**src/rtl/mem_access_pkg.sv**
```systemverilog
// Shared state type and constants for the load/store access unit.
package mem_access_pkg;

    typedef enum logic [1:0] {IDLE, ACCESS, RESP} state_t;

    localparam int WORD_SHIFT = 3;
    localparam int WAIT_W     = 4;

endpackage

```
**src/rtl/mem_addr_check.sv**
```systemverilog
// Effective-address computation with alignment and range fault detection.
module mem_addr_check
    import mem_access_pkg::*;
#(
    parameter int DEPTH = 256
) (
    input  logic [63:0] base,
    input  logic [8:0]  offset,
    output logic [63:0] index,
    output logic        fault
);

    logic [63:0] ea;

    // ea wraps modulo 2^64, so a negative offset below zero lands far out of range
    always_comb begin
        ea    = base + {{55{offset[8]}}, offset};
        index = ea >> WORD_SHIFT;
        fault = (ea[WORD_SHIFT-1:0] != '0) || (index >= 64'(DEPTH));
    end

endmodule

```
**src/rtl/mem_access_unit.sv**
```systemverilog
// Load/store initiator: accepts one request, strobes the data memory, and
// returns load data or a fault over a valid/ready response channel.
module mem_access_unit
    import mem_access_pkg::*;
#(
    parameter int DEPTH       = 256,
    parameter int WAIT_CYCLES = 1
) (
    input  logic        clk,
    input  logic        rst,
    input  logic        req_valid,
    output logic        req_ready,
    input  logic        req_write,
    input  logic [63:0] req_base,
    input  logic [8:0]  req_offset,
    input  logic [63:0] req_wdata,
    output logic        resp_valid,
    input  logic        resp_ready,
    output logic [63:0] resp_rdata,
    output logic        resp_fault,
    output logic [63:0] mem_adr,
    output logic [63:0] mem_datain,
    output logic        mem_w,
    output logic        mem_r,
    input  logic [63:0] mem_dataout
);

    state_t            state;
    logic [WAIT_W-1:0] cnt;
    logic              is_write;
    logic [63:0]       index;
    logic              fault;

    mem_addr_check #(.DEPTH(DEPTH)) u_check (
        .base   (req_base),
        .offset (req_offset),
        .index  (index),
        .fault  (fault)
    );

    // mem_adr/mem_datain double as the latched request fields while in ACCESS
    always_ff @(posedge clk) begin
        if (rst) begin
            state      <= IDLE;
            cnt        <= '0;
            is_write   <= 1'b0;
            req_ready  <= 1'b0;
            resp_valid <= 1'b0;
            resp_rdata <= '0;
            resp_fault <= 1'b0;
            mem_adr    <= '0;
            mem_datain <= '0;
            mem_w      <= 1'b0;
            mem_r      <= 1'b0;
        end else begin
            case (state)
                IDLE: begin
                    req_ready <= 1'b1;
                    if (req_valid && req_ready) begin
                        req_ready  <= 1'b0;
                        resp_rdata <= '0;
                        if (fault) begin
                            state      <= RESP;
                            resp_valid <= 1'b1;
                            resp_fault <= 1'b1;
                        end else begin
                            state      <= ACCESS;
                            is_write   <= req_write;
                            cnt        <= WAIT_W'(WAIT_CYCLES);
                            mem_adr    <= index;
                            mem_datain <= req_write ? req_wdata : '0;
                            mem_w      <= req_write;
                            mem_r      <= !req_write;
                            resp_fault <= 1'b0;
                        end
                    end
                end
                ACCESS: begin
                    if (!is_write && cnt != '0) begin
                        cnt <= cnt - 1'b1;
                    end else begin
                        if (!is_write) begin
                            resp_rdata <= mem_dataout;
                        end
                        state      <= RESP;
                        resp_valid <= 1'b1;
                        mem_adr    <= '0;
                        mem_datain <= '0;
                        mem_w      <= 1'b0;
                        mem_r      <= 1'b0;
                    end
                end
                RESP: begin
                    if (resp_ready) begin
                        state      <= IDLE;
                        req_ready  <= 1'b1;
                        resp_valid <= 1'b0;
                        resp_rdata <= '0;
                        resp_fault <= 1'b0;
                    end
                end
                default: state <= IDLE;
            endcase
        end
    end

endmodule

```
**config.mk**
```make
export PLATFORM = sky130hd
export DESIGN_NAME = mem_access_unit
export DESIGN_NICKNAME = d
export VERILOG_FILES = /design/src/rtl/mem_access_pkg.sv /design/src/rtl/mem_addr_check.sv /design/src/rtl/mem_access_unit.sv
export SDC_FILE = /design/constraint.sdc
export NUM_CORES = 1
export LEC_CHECK = 0
export ABC_CLOCK_PERIOD_IN_PS = 6900
export CAP_MARGIN = 30
export CORE_ASPECT_RATIO = 1.5
export CORE_MARGIN = 2
export CORE_UTILIZATION = 46
export DETAILED_ROUTE_END_ITERATION = 12
export PLACE_DENSITY = 0.92
export SYNTH_ARGS = -nofsm -noshare
export SYNTH_HDL_FRONTEND = slang
export SYNTH_SLANG_ARGS = --single-unit
```
**constraint.sdc**
```tcl
create_clock -name clk -period 6.9 [get_ports clk]
set_input_delay 2.07 -clock clk [delete_from_list [all_inputs] [get_ports clk]]
set_output_delay 2.07 -clock clk [all_outputs]
set_load 0.02 [all_outputs]
```
## Yosys cells after proc, flatten, opt, wreduce, memory -nomap -nowiden

Cells that the tools add are included.

| storage, ports and cells | value |
|---|---|
| logic and storage cells | 83 |
| bits in registers | 204 |

| operators by class | value |
|---|---|
| $lt $le $gt $ge | 1 |
| mux-type cells | 40 |
| eq/ne operators | 9 |
| reductions and logical operators | 19 |
| add/subtract/negate cells | 2 |
| bitwise operators | 1 |

Operator list:

| kind | count |
|---|---|
| two-way mux 64 bit | 10 |
| one-hot mux 64 bit (2 select lines) | 2 |
| one-hot mux 64 bit (3 select lines) | 1 |
| adder 64 bit | 1 |
| >= comparator 61 x 9 -> 1 bit, second input constant | 1 |
| != test 2 bit, second input constant | 7 |
| two-way mux 1 bit | 13 |
| two-way mux 4 bit | 3 |
| AND reduction 5 bit | 2 |
| AND reduction 3 bit | 3 |
| two-way mux 2 bit | 4 |
| one-hot mux 1 bit (2 select lines) | 4 |
| one-hot mux 4 bit (2 select lines) | 1 |
| AND reduction 4 bit | 2 |
| one-hot mux 2 bit (3 select lines) | 1 |
| nonzero test 3 bit | 2 |
| nonzero test 2 bit | 2 |
| nonzero test 4 bit | 1 |
| subtractor 4 x 1 -> 4 bit, second input constant | 1 |
| one-hot mux 1 bit (3 select lines) | 1 |
| equality test 2 x 1 -> 1 bit, second input constant | 1 |
| equality test 2 bit, second input constant | 1 |
| logical AND 1 bit | 2 |
| logical NOT 1 bit | 2 |
| other kinds (4) | 4 |

## Longest topological paths before layout

Gate-level depths: netlist of the first run.

| logic depth | value |
|---|---|
| depth in word-level cells | 6 |
| gate-level depth with buffers | 16 |

## Hierarchy

From an unflattened synthesis of the first run, not the netlist that was laid out.

| second synthesis, totals | value |
|---|---|
| cell total of the unflattened synthesis | 1424 |
| area, all modules | 11830.1 sq um |

By module, submodules not included:

| module | cells each | area an instance (sq um) | sequential area each (sq um) | times used |
|---|---|---|---|---|
| mem_access_unit | 783 | 7618.6 | 4083.9 | 1 |
| mem_addr_check | 641 | 4211.5 | 0.0 | 1 |

## Least setup slack after synthesis of the first run

No wires, ideal clock.

| path | value |
|---|---|
| path type | input to register |
| from | input req_base[0] |
| to | register mem_datain[55] |
| required time | 6.841 ns |
| library setup time | 0.059 ns |
| setup slack | 0.843 ns |
| cell stages on the path | 16 |
| arrival time | 5.998 ns |
| cell sequence | ha_1 > fa_1 > a211oi_2 > o21ai_1 > a211oi_2 > o21ai_1 > a21boi_2 > nor4bb_1 > o221ai_1 > or4_1 > or4_4 > buf_6 > nor4_4 > buf_6 > buf_6 > a22o_1 |

| on the way | value |
|---|---|
| word-level cells in the longest chain between the ends | 5 |
| elaborated cells on any way between the ends | 6 |

RTL lines:

| what | line | RTL |
|---|---|---|
| start, declared | mem_access_unit.sv:14 | `input logic [63:0] req_base,` |
| adder 64 bit (*) | mem_addr_check.sv:17 | `ea = base + {{55{offset[8]}}, offset};` |
| >= comparator 61 x 9 -> 1 bit / nonzero test 3 bit (equally long branches) | mem_addr_check.sv:19 | `fault = (ea[WORD_SHIFT-1:0] != '0) \|\| (index >= 64'(DEPTH));` |
| logical OR 1 bit (*) | mem_addr_check.sv:19 |  |
| != test 2 bit (no line) (*) | -- |  |
| AND reduction 4 bit (no line) (*) | -- |  |
| end signal, assigned | mem_access_unit.sv:71 | `mem_datain <= req_write ? req_wdata : '0;` |
| end, declared | mem_access_unit.sv:22 | `output logic [63:0] mem_datain,` |

Mark *: on every way between the ends. The rest lies on a longest branch, timed or not.
A chain may end at the register's enable or synchronous reset.

## Final worst setup path of the first run

| path | value |
|---|---|
| from | input req_offset[0] |
| to | register mem_datain[4] |

| on the way | value |
|---|---|
| word-level cells in the longest chain between the ends | 5 |
| elaborated cells on any way between the ends | 6 |

RTL lines:

| what | line | RTL |
|---|---|---|
| start, declared | mem_access_unit.sv:15 | `input logic [8:0] req_offset,` |
| adder 64 bit (*) | mem_addr_check.sv:17 |  |
| >= comparator 61 x 9 -> 1 bit / nonzero test 3 bit (equally long branches) | mem_addr_check.sv:19 |  |
| logical OR 1 bit (*) | mem_addr_check.sv:19 |  |
| != test 2 bit (no line) (*) | -- |  |
| AND reduction 4 bit (no line) (*) | -- |  |

Marked as above.

==> results of run 1 <==
synth_stat cells, drive strengths merged (11+ instances only):
library cell,number,share of area
nand3,92,0.040
o21ai,73,0.032
buf,34,0.021
and2,57,0.031
nor2,89,0.029
clkbuf,53,0.018
nor3,24,0.011
xor2,13,0.010
nor4,16,0.012
nand4,35,0.020
a211oi,15,0.012
a31oi,11,0.0060
inv,20,0.0066
nand2,179,0.059
ha,65,0.071
o21a,13,0.0086
a22o,64,0.049
xnor2,24,0.018
a21oi,167,0.074
dfxtp,201,0.35
power by group:
group	total, mW	internal [mW]	switching, mW
Clock	1.09	0.640	0.445
Sequential	1.16	1.16	0.00288
Combinational	0.762	0.317	0.445
through the flow:
| step | std cells | cell area [sq um] |
|---|---|---|
| 2_1_floorplan | 1409 | 11400 |
| 5_1_grt | 2150 | 16600 |
| 3_3_place_gp | 2113 | 16000 |
| 3_5_place_dp | 2113 | 16000 |
| 6_report | 2151 | 16600 |
| 4_1_cts | 2148 | 16600 |
final cells by class:
type                            count  area, sq um  area share
Antenna cell                        3         7.51    0.000451
Timing Repair Buffer              467         4530       0.272
Sequential cell                   201         4020       0.242
Clock buffer                       30          599      0.0360
Multi-Input combinational cell   1101         6950       0.417
Clock inverter                      5         61.3     0.00368
Inverter                           20         75.1     0.00451
Tap cell                          324          405      0.0243
worst register-to-register path, stage by stage (launching register included):
cell	delay [ps]
dfxtp_1	600
nor2b_4	220
buf_4	550
nor2b_1	420
and2_1	340
or3_1	250
nor4_1	90
buf_4	150
a221oi_4	430
buf_4	370
and2_1	200
metal layers:
metal,global-route usage,part of all wire,up-vias
met1,0.371,0.36,6075
met5,0,0.00033,-
li1,-,-,5990
met4,0.225,0.067,2
met2,0.645,0.51,664
met3,0.0657,0.067,170
sequential cells by signal, indices dropped and copies added, names as in the netlist:
signal and count:
cnt 4, mem_datain 64, resp_fault 1, is_write 1, resp_valid 1, state 2
mem_adr 61, req_ready 1, resp_rdata 64, mem_r 1, mem_w 1
layout by cell type, fill, tap and decap left out, drive strengths merged, types with 8 or more instances in the layout:
master         instances
nand3                 92
a21oi                167
a21o                  10
buf                   70
and2                  57
nand4                 35
nor2b                 10
inv                   20
xor2                  13
nor2                  89
o21ai                 73
o211ai                 9
ha                    65
a211oi                15
a22o                  64
o21a                  13
clkbuf                30
clkdlybuf4s50        397
nor4                  16
or3                    9
dfxtp                201
nand2                179
xnor2                 24
a31oi                 11
nor3                  24
o221ai                 8
o31ai                  8
logic make-up after synthesis:
| group | synth area share |
|---|---|
| AOI/OAI and AO/OA | 0.257 |
| xor gates and xnor gates | 0.0283 |
| adders and majority gates | 0.0729 |
| buffers and inverters | 0.0452 |
| DFF | 0.352 |
| muxes | 0.00821 |
| other | 0.000328 |
| and+or+nand+nor | 0.236 |
path summary, 6_finish.rpt:
kind / to / slack [ps] / depth (start not counted)
min: resp_rdata[16] / 450 / 2
max: mem_datain[4] / 430 / 15
min reg2reg: resp_rdata[16] / 450 / 2
max reg2reg: mem_adr[45] / 3210 / 10
==> impl_metrics.ini, run 1 <==
[global_routing]
antenna_found_initial = 4
grt_util_all_layers = 0.353
grt_overflow = 0
grt_pass1_vias = 12800
grt_pass1_wl_mm = 72.6
grt_start_max_net_pins = 79

[routing]
routed_wl_mm = 48.0
vias = 12900
ant_nets = 0
first_iter_violations = 951
firstDrtPassIters = 5
viasPerCell = 6.00
drc = 0
wire_per_inst_um = 22.3

[power_and_ir_drop]
power_mw = 3.01
peakVddDrop_mv = 0.174
powerDensity_nw_per_um2 = 181
p_leak_nw = 6.13

[sta]
relSlewSlack = 0.327
fin_tns_setup_ps = 0
finalClockSkew_ps = 8.30
setup_ws_ps = 433
setup_viol = 0
hold_viol_final = 0
rsz0062_at_grt = false
timing.hold.ws_ps = 449
min_period_ps = 6470
period_share = 0.937
tightest_slew_ps = 1000
maxSlewViolCount = 0
fmax_mhz = 155

[die]
initial_core_util = 0.468
die_h_um = 197
die_area_sq_um = 26200
core_sq_um = 24400
die_w_um = 133
rows = 70
io-pin-count = 403

[setup_path]
reg2reg_from = state[0]
critPathBufInv = 3
crit_start = req_offset[0]
worst_ep_required_time_ps = 7330
crit_fanout = 66
max_stage_delay_ps = 570
slowest_stage = or4_1
crit_path_end_kind = register
timing_worst_setup_path_type = input pin to register
cp.arrival_ps = 6900
crit_chain = clkdlybuf4s50_1 > ha_1 > fa_1 > a211oi_2 > buf_4 > nor4_1 > o2111ai_1 > and3_1 > or4_1 > a31oi_1 > nand3_1 > or4_4 > nor4_4 > buf_12 > a22o_1
crit_family = simple AND/OR/NAND/NOR gates
crit_path_start_kind = input pin

[cells_and_area]
nets = 2083
drive_gt1_frac = 0.0735
fill_cells = 1919
final_util = 0.681
syn_to_final_growth_pct = 45.6

[yosys]
ys_seq_area_frac = 0.352
synth_cells = 1407
netlist_area_sq_um = 11400
ys_types = 87
synth_seq_cells = 201
synth_edf_count = 0
synth_warnings = 0
synthArstFlopShare = 0
synth_area_per_cell_sq_um = 8.13
ys.flop_type = dfxtp_1

[clock_tree]
clock-sinks = 201
cts.reportedPaths.clkPinSlew_ps = 60
cts-buffers-inserted = 20
hold_buffers = 0
cts_tree = yes
ctsResizeCount = 0
cts_buffer_depth = 3
htreeDepth = 1
clockRootBuffer = clkbuf_16
post-cts-setup-buffer-count = 0
worstSkewPairLatency_ps = 490

[placed_design]
place.gp.congestion = 1.01
dp_slack_ps = 78.1
dp_hpwl_mm = 38.0
io_buffers = 399

[job]
drv_cap = 0

[hold_path]
min_from = resp_rdata[16]
hp-class = register to register

[status]
status = complete, no violations
Power figures use the tool's default switching activity.
==> run 2, diff against run 1 <==
Settings changed: CAP_MARGIN 30 to 20.
==> results of run 2 <==
The final DEF is identical to that of run 1; final timing and power are the same.
==> run 3, diff against run 2 <==
Settings changed: TNS_END_PERCENT set to 30.
==> results of run 3 <==
The final DEF is identical to that of run 1; final timing and power are the same.
